===== config.mk =====
export PLATFORM = sky130hd
export DESIGN_NAME = cam_sync_ctrl
export DESIGN_NICKNAME = d
export VERILOG_FILES = /design/src/rtl/cam_sync_ctrl_pkg.sv /design/src/rtl/cam_sync_ctrl_sync.sv /design/src/rtl/cam_sync_ctrl.sv
export SDC_FILE = /design/constraint.sdc
export NUM_CORES = 1
export LEC_CHECK = 0
export ABC_CLOCK_PERIOD_IN_PS = 2440
export CORE_MARGIN = 1
export CORE_UTILIZATION = 45
export DETAILED_ROUTE_END_ITERATION = 8
export PLACE_DENSITY = 0.65
export REMOVE_ABC_BUFFERS = 1
export SYNTH_ARGS = -nofsm -noshare
export SYNTH_HDL_FRONTEND = slang
export SYNTH_HIERARCHICAL = 1
export SYNTH_SLANG_ARGS = --single-unit
export TNS_END_PERCENT = 100

===== constraint.sdc =====
create_clock -name CLOCK_50 -period 2.44 [get_ports CLOCK_50]
set_input_delay 0.488 -clock CLOCK_50 [delete_from_list [all_inputs] [get_ports CLOCK_50]]
set_output_delay 0.488 -clock CLOCK_50 [all_outputs]
set_load 0.02 [all_outputs]

===== src/rtl/cam_sync_ctrl_pkg.sv =====
// Shared types and defaults for the structured-light camera/projector sync controller.
// Latency: n/a (declarations only).
// Backpressure: n/a.
package cam_sync_ctrl_pkg;

  typedef enum logic [2:0] {
    ST_IDLE     = 3'd0,
    ST_ARM      = 3'd1,
    ST_WAIT_VS  = 3'd2,
    ST_WAIT_EXP = 3'd3,
    ST_DONE     = 3'd4,
    ST_ERROR    = 3'd5
  } state_e;

  localparam int DEF_N_PHASE     = 4;
  localparam int DEF_N_FREQ      = 120;
  localparam int DEF_TIMEOUT_CYC = 2_000_000;

  // Projector vsyncs swallowed after start before the first capture.
  localparam int WARMUP_VS = 3;

endpackage


===== src/rtl/cam_sync_ctrl_sync.sv =====
// 2-FF synchronizer followed by a registered rising-edge detect.
// Latency: 3 clocks from pin to one-cycle rise_o pulse.
// Backpressure: none; every synchronized rising edge yields exactly one pulse.
module sync_edge (
  input  logic clk_i,
  input  logic rst_i,
  input  logic async_i,
  output logic rise_o
);

  logic meta_q, sync_q, prev_q, rise_q;

  // Two-stage synchronizer, then compare with the delayed copy to find rising edges.
  always_ff @(posedge clk_i) begin
    if (rst_i) begin
      meta_q <= 1'b0;
      sync_q <= 1'b0;
      prev_q <= 1'b0;
      rise_q <= 1'b0;
    end else begin
      meta_q <= async_i;
      sync_q <= meta_q;
      prev_q <= sync_q;
      rise_q <= sync_q & ~prev_q;
    end
  end

  assign rise_o = rise_q;

endmodule


===== src/rtl/cam_sync_ctrl.sv =====
// Sequences projector triggers and camera captures over N_PHASE x N_FREQ tagged frames.
// Latency: pin edge to FSM action is 4 clocks (3 in sync_edge, 1 registered FSM output).
// Backpressure: none; a vsync arriving while exposure is pending is dropped and flagged.
module cam_sync_ctrl
  import cam_sync_ctrl_pkg::*;
#(
  parameter int N_PHASE     = DEF_N_PHASE,
  parameter int N_FREQ      = DEF_N_FREQ,
  parameter int TIMEOUT_CYC = DEF_TIMEOUT_CYC
) (
  input  logic       CLOCK_50,
  input  logic       reset,
  input  logic       start,
  input  logic       abort,
  input  logic       proj_vs,
  input  logic       proj_set,
  input  logic       exp_done,
  output logic       trig_out,
  output logic       frame_rdy,
  output logic       cap_strobe,
  output logic [1:0] phase_n,
  output logic [7:0] freq_k,
  output logic       busy,
  output logic       done,
  output logic       err_timeout,
  output logic       err_overrun,
  output logic       err_align
);

  localparam int             TW        = $clog2(TIMEOUT_CYC + 1);
  localparam logic [TW-1:0]  TO_LAST   = TW'(TIMEOUT_CYC - 1);
  localparam logic [1:0]     PH_LAST   = 2'(N_PHASE - 1);
  localparam logic [7:0]     K_LAST    = 8'(N_FREQ);
  localparam logic [1:0]     WARM_LAST = 2'(WARMUP_VS - 1);

  logic vs_rise, set_rise, exp_rise;

  sync_edge u_sync_vs  (.clk_i(CLOCK_50), .rst_i(reset), .async_i(proj_vs),  .rise_o(vs_rise));
  sync_edge u_sync_set (.clk_i(CLOCK_50), .rst_i(reset), .async_i(proj_set), .rise_o(set_rise));
  sync_edge u_sync_exp (.clk_i(CLOCK_50), .rst_i(reset), .async_i(exp_done), .rise_o(exp_rise));

  state_e        state_q;
  logic [1:0]    warm_q;
  logic [TW-1:0] to_cnt_q;
  logic [1:0]    phase_q, phase_d;
  logic [7:0]    freq_q, freq_d;
  logic          trig_q, frame_q, cap_q, busy_q, done_q;
  logic          err_to_q, err_ov_q, err_al_q;
  logic          running, last_tag, timeout_hit;

  // Next frame tag: phase steps fastest, frequency advances on phase wrap.
  always_comb begin
    phase_d = phase_q + 2'd1;
    freq_d  = freq_q;
    if (phase_q == PH_LAST) begin
      phase_d = 2'd0;
      freq_d  = freq_q + 8'd1;
    end
  end

  assign running     = (state_q == ST_ARM) || (state_q == ST_WAIT_VS) || (state_q == ST_WAIT_EXP);
  assign last_tag    = (phase_q == PH_LAST) && (freq_q == K_LAST);
  assign timeout_hit = running && !vs_rise && (to_cnt_q == TO_LAST);

  // Capture sequencer with registered outputs; abort overrides everything but reset.
  always_ff @(posedge CLOCK_50) begin
    if (reset) begin
      state_q  <= ST_IDLE;
      warm_q   <= 2'd0;
      to_cnt_q <= '0;
      phase_q  <= 2'd0;
      freq_q   <= 8'd1;
      trig_q   <= 1'b0;
      frame_q  <= 1'b0;
      cap_q    <= 1'b0;
      busy_q   <= 1'b0;
      done_q   <= 1'b0;
      err_to_q <= 1'b0;
      err_ov_q <= 1'b0;
      err_al_q <= 1'b0;
    end else if (abort) begin
      state_q <= ST_IDLE;
      trig_q  <= 1'b0;
      frame_q <= 1'b0;
      cap_q   <= 1'b0;
      busy_q  <= 1'b0;
      done_q  <= 1'b0;
    end else begin
      cap_q  <= 1'b0;
      done_q <= 1'b0;
      if (running) to_cnt_q <= vs_rise ? '0 : to_cnt_q + TW'(1);
      // proj_set marks the first frame of a 4-frame group, which must be phase 1.
      if (running && set_rise && (phase_q != 2'd1)) err_al_q <= 1'b1;
      if (timeout_hit) begin
        state_q  <= ST_ERROR;
        err_to_q <= 1'b1;
        trig_q   <= 1'b0;
        frame_q  <= 1'b0;
        busy_q   <= 1'b0;
      end else begin
        case (state_q)
          ST_IDLE, ST_ERROR: begin
            if (start) begin
              state_q  <= ST_ARM;
              warm_q   <= 2'd0;
              to_cnt_q <= '0;
              phase_q  <= 2'd0;
              freq_q   <= 8'd1;
              trig_q   <= 1'b1;
              frame_q  <= 1'b1;
              busy_q   <= 1'b1;
              err_to_q <= 1'b0;
              err_ov_q <= 1'b0;
              err_al_q <= 1'b0;
            end
          end
          ST_ARM: begin
            if (vs_rise) begin
              warm_q <= warm_q + 2'd1;
              if (warm_q == WARM_LAST) state_q <= ST_WAIT_VS;
            end
          end
          ST_WAIT_VS: begin
            if (vs_rise) begin
              cap_q   <= 1'b1;
              frame_q <= 1'b0;
              state_q <= ST_WAIT_EXP;
            end
          end
          ST_WAIT_EXP: begin
            if (exp_rise) begin
              phase_q <= phase_d;
              freq_q  <= freq_d;
              if (last_tag) begin
                state_q <= ST_DONE;
                trig_q  <= 1'b0;
                busy_q  <= 1'b0;
                done_q  <= 1'b1;
              end else if (vs_rise) begin
                // Same-cycle vsync starts the next frame with the advanced tag.
                cap_q <= 1'b1;
              end else begin
                state_q <= ST_WAIT_VS;
                frame_q <= 1'b1;
              end
            end else if (vs_rise) begin
              err_ov_q <= 1'b1;
            end
          end
          ST_DONE: state_q <= ST_IDLE;
          default: state_q <= ST_IDLE;
        endcase
      end
    end
  end

  assign trig_out    = trig_q;
  assign frame_rdy   = frame_q;
  assign cap_strobe  = cap_q;
  assign phase_n     = phase_q;
  assign freq_k      = freq_q;
  assign busy        = busy_q;
  assign done        = done_q;
  assign err_timeout = err_to_q;
  assign err_overrun = err_ov_q;
  assign err_align   = err_al_q;

endmodule


==> qor.yml <==
start_util_pct: 47.34
setup_viol: 0
ys_seq_area_share_pct: 38.60
tns_ns: 0
hold_class: "flip-flop to flip-flop"
postSynthCellCount: 340
synth_top_family_by_area: "simple AND/OR/NAND/NOR gates"
dpl.hpwl_mm: 4.862
hold_viol_final: 0
worst_slew_pin_slew_ns: 0.5996
core_region_area_um2: 6026
yosys_warnings: 6
clock.fmax_mhz: 459.6
cts_made_buffers: 5
synth-adder-area-share_pct: 2.632
pwr_density_cell_nw_per_um2: 480.2
crit_fanout: 13
start_kind: "flip-flop"
final_nets: 383
port_buffers: 24
grt_overflow: 0
whs_path_depth: 1
cts_hold_buf: 0
drv_cap: 0
final_common_cell: "dfxtp_1"
io-pin-count: 25
critPathKind: "flip-flop to flip-flop"
routedWlPerCell_um: 15.07
vias: 2645
num_antenna_cells: 0
grtUsageTotal_pct: 21.77
die_h_um: 81.62
syn_avg_cell_area_um2: 8.390
min_to: "u_sync_set/rise_o"
syn_area_um2: 2853
async_reset_ff_share_pct: 0
rsz0062_at_grt: "no"
fillCellCount: 543
finalClockSkew_ns: 0.009603
fp-row-count: 28
die_area_um2: 6662
drtIter0Drc: 240
grt_max_degree: 20
grt_pass1_vias: 2361
cts_resized: 0
mostFrequentLayoutCells: "dfxtp_1, nand2_1, nor2_1, clkdlybuf4s50_1, a21oi_1"
max_slew_margin_pct: 59.72
synth_cell_type_count: 63
multiInputGateArea_um2: 1600
crit_path_top_delay_cell: "dfxtp_1"
synth_enable_flop_cells: 0
grt_pass1_wl_mm: 11.17
drt_pass1_iterations: 4
cts_tree: "done"
power.leakage_nw: 1.167
cts_sinks: 55
root_buffer: "clkbuf_8"
slowest_delay_ns: 0.58
clkLatencyLatePin_ns: 0.32
synth_compound_area_share_pct: 22.11
synthMuxAreaShare_pct: 1.140
worstHoldStart: "u_sync_set/prev_q"
startpoint: "state_q[1]"
r2r_slack_ns: 0.26
critPathArrivalTime_ns: 2.44
post_cts_buffers: 0
drc: 0
area_delta_synth_final_pct: 16.40
reg2reg_depth: 5
seqCellArea_um2: 1101
post-route-util_pct: 55.11
synth-main-ff-cell: "dfxtp_1"
rr_startpoint: "state_q[1]"
slew_viol_final: 0
synth-xor-area-share_pct: 0.5702
crit_chain: "nand2b_1 > nor2_1 > a2111oi_4 > or4b_1 > nand3_1"
status: "finished clean"
antenna_left: 0
drt-total-wl_mm: 6.705
worst_setup_path_end_kind: "flip-flop"
h-tree-depth: 2
viasPerCell: 5.944
gp_congestion: 0.8350
synth-simple-area-share_pct: 29.65
period_needed_ns: 2.176
drive_gt1_share_pct: 11.62
vdd_drop_max_mv: 0.3387
cts.clk_slew.worst_paths_ns: 0.10
crit_required_ns: 2.70
antenna_found_initial: 0
r2r-end: "to_cnt_q[19]"
post-route-period-util_pct: 89.17
die_w_um: 81.62
cts_buffer_depth: 2
synth_seq_cells: 55
-- cells in the mapped netlist, types with 6 or more instances --
master | instances | area share, %
and3_1 | 6 | 1.3
clkbuf_1 | 8 | 1.1
nand3_1 | 12 | 2.1
or3_1 | 7 | 1.5
inv_1 | 13 | 1.7
dfxtp_1 | 55 | 39
buf_2 | 7 | 1.2
a31oi_1 | 14 | 3.1
o21ai_0 | 15 | 2.6
ha_1 | 6 | 2.6
a21oi_1 | 23 | 4.0
nor2_1 | 28 | 3.7
nand2_1 | 32 | 4.2
nor2b_1 | 14 | 3.1
nor3_1 | 9 | 1.6
nand4_1 | 11 | 2.4
-- how the worst max path moves through the flow --
| stage | slack, ns | cells past startpoint | end |
|---|---|---|---|
| detailed placement | 0.03 | 6 | to_cnt_q[19] |
| finish | 0.26 | 5 | to_cnt_q[19] |
| global route | 0.10 | 6 | to_cnt_q[16] |
| floorplan | 0.28 | 5 | phase_n[0] |
| global placement | 0.09 | 6 | to_cnt_q[19] |
| CTS | 0.29 | 5 | to_cnt_q[19] |
-- metal layers --
layer,vias up,GRT usage (%),routed length (um)
li1,1324,-,-
met1,1245,29.62,3366
met2,67,34.25,2988
met3,9,4.000,257
met4,0,7.895,93
met5,-,0,0
-- state kept, by name, summed over array words and instances (netlist names), 2 cells and up --
| register | count |
|---|---|
| freq_k | 8 |
| state_q | 3 |
| phase_n | 2 |
| warm_q | 2 |
| to_cnt_q | 21 |
-- worst max-delay path, delay by kind of cell (launching register included) --
kind / cells / cell delay (ns)
simple gates: 4 / 1.04
compound gates: 1 / 0.51
flops: 1 / 0.58
-- report_power, final --
group / switching (mW) / internal [mW] / leakage [nW]
Combinational: 0.0885 / 0.0674 / 0.676
Sequential: 0.0110 / 0.911 / 0.446
Clock: 0.314 / 0.203 / 0.0446
Total: 0.413 / 1.18 / 1.17
-- stage by stage --
| step | setup WS, ns | cells | power, mW | hold slack (ns) | instance area [um^2] |
|---|---|---|---|---|---|
| finish | 0.2642 | 445 | 1.595 | 0.4095 | 3321 |
| global route | 0.1023 | 445 | 1.664 | 0.4387 | 3321 |
| CTS | 0.2877 | 445 | 1.609 | 0.4169 | 3321 |
| detailed placement | 0.03246 | 438 | 1.097 | 0.4048 | 3234 |
| global placement | 0.09329 | 438 | 1.097 | 0.3919 | 3234 |
| floorplan | 0.2797 | 319 | 1.019 | 0.3868 | 2750 |
-- layout make-up --
class | count | share of cell area (%)
inverter | 13 | 1.469
tap | 75 | 2.826
sequential | 55 | 33.16
timing repair buffer | 44 | 11.76
clock inverter | 2 | 0.5275
clock buffer | 5 | 2.072
multi-input combinational | 251 | 48.19
-- cells by family (layout without fill, tap and decap cells) --
family	count (synthesis)	after routing
simple gates	148	148
compound gates	93	93
flops	55	55
buf+inv	34	64
fa+ha+maj	6	6
mux	3	3
xor+xnor	1	1
Note: power is estimated with default switching activity, not from simulation.
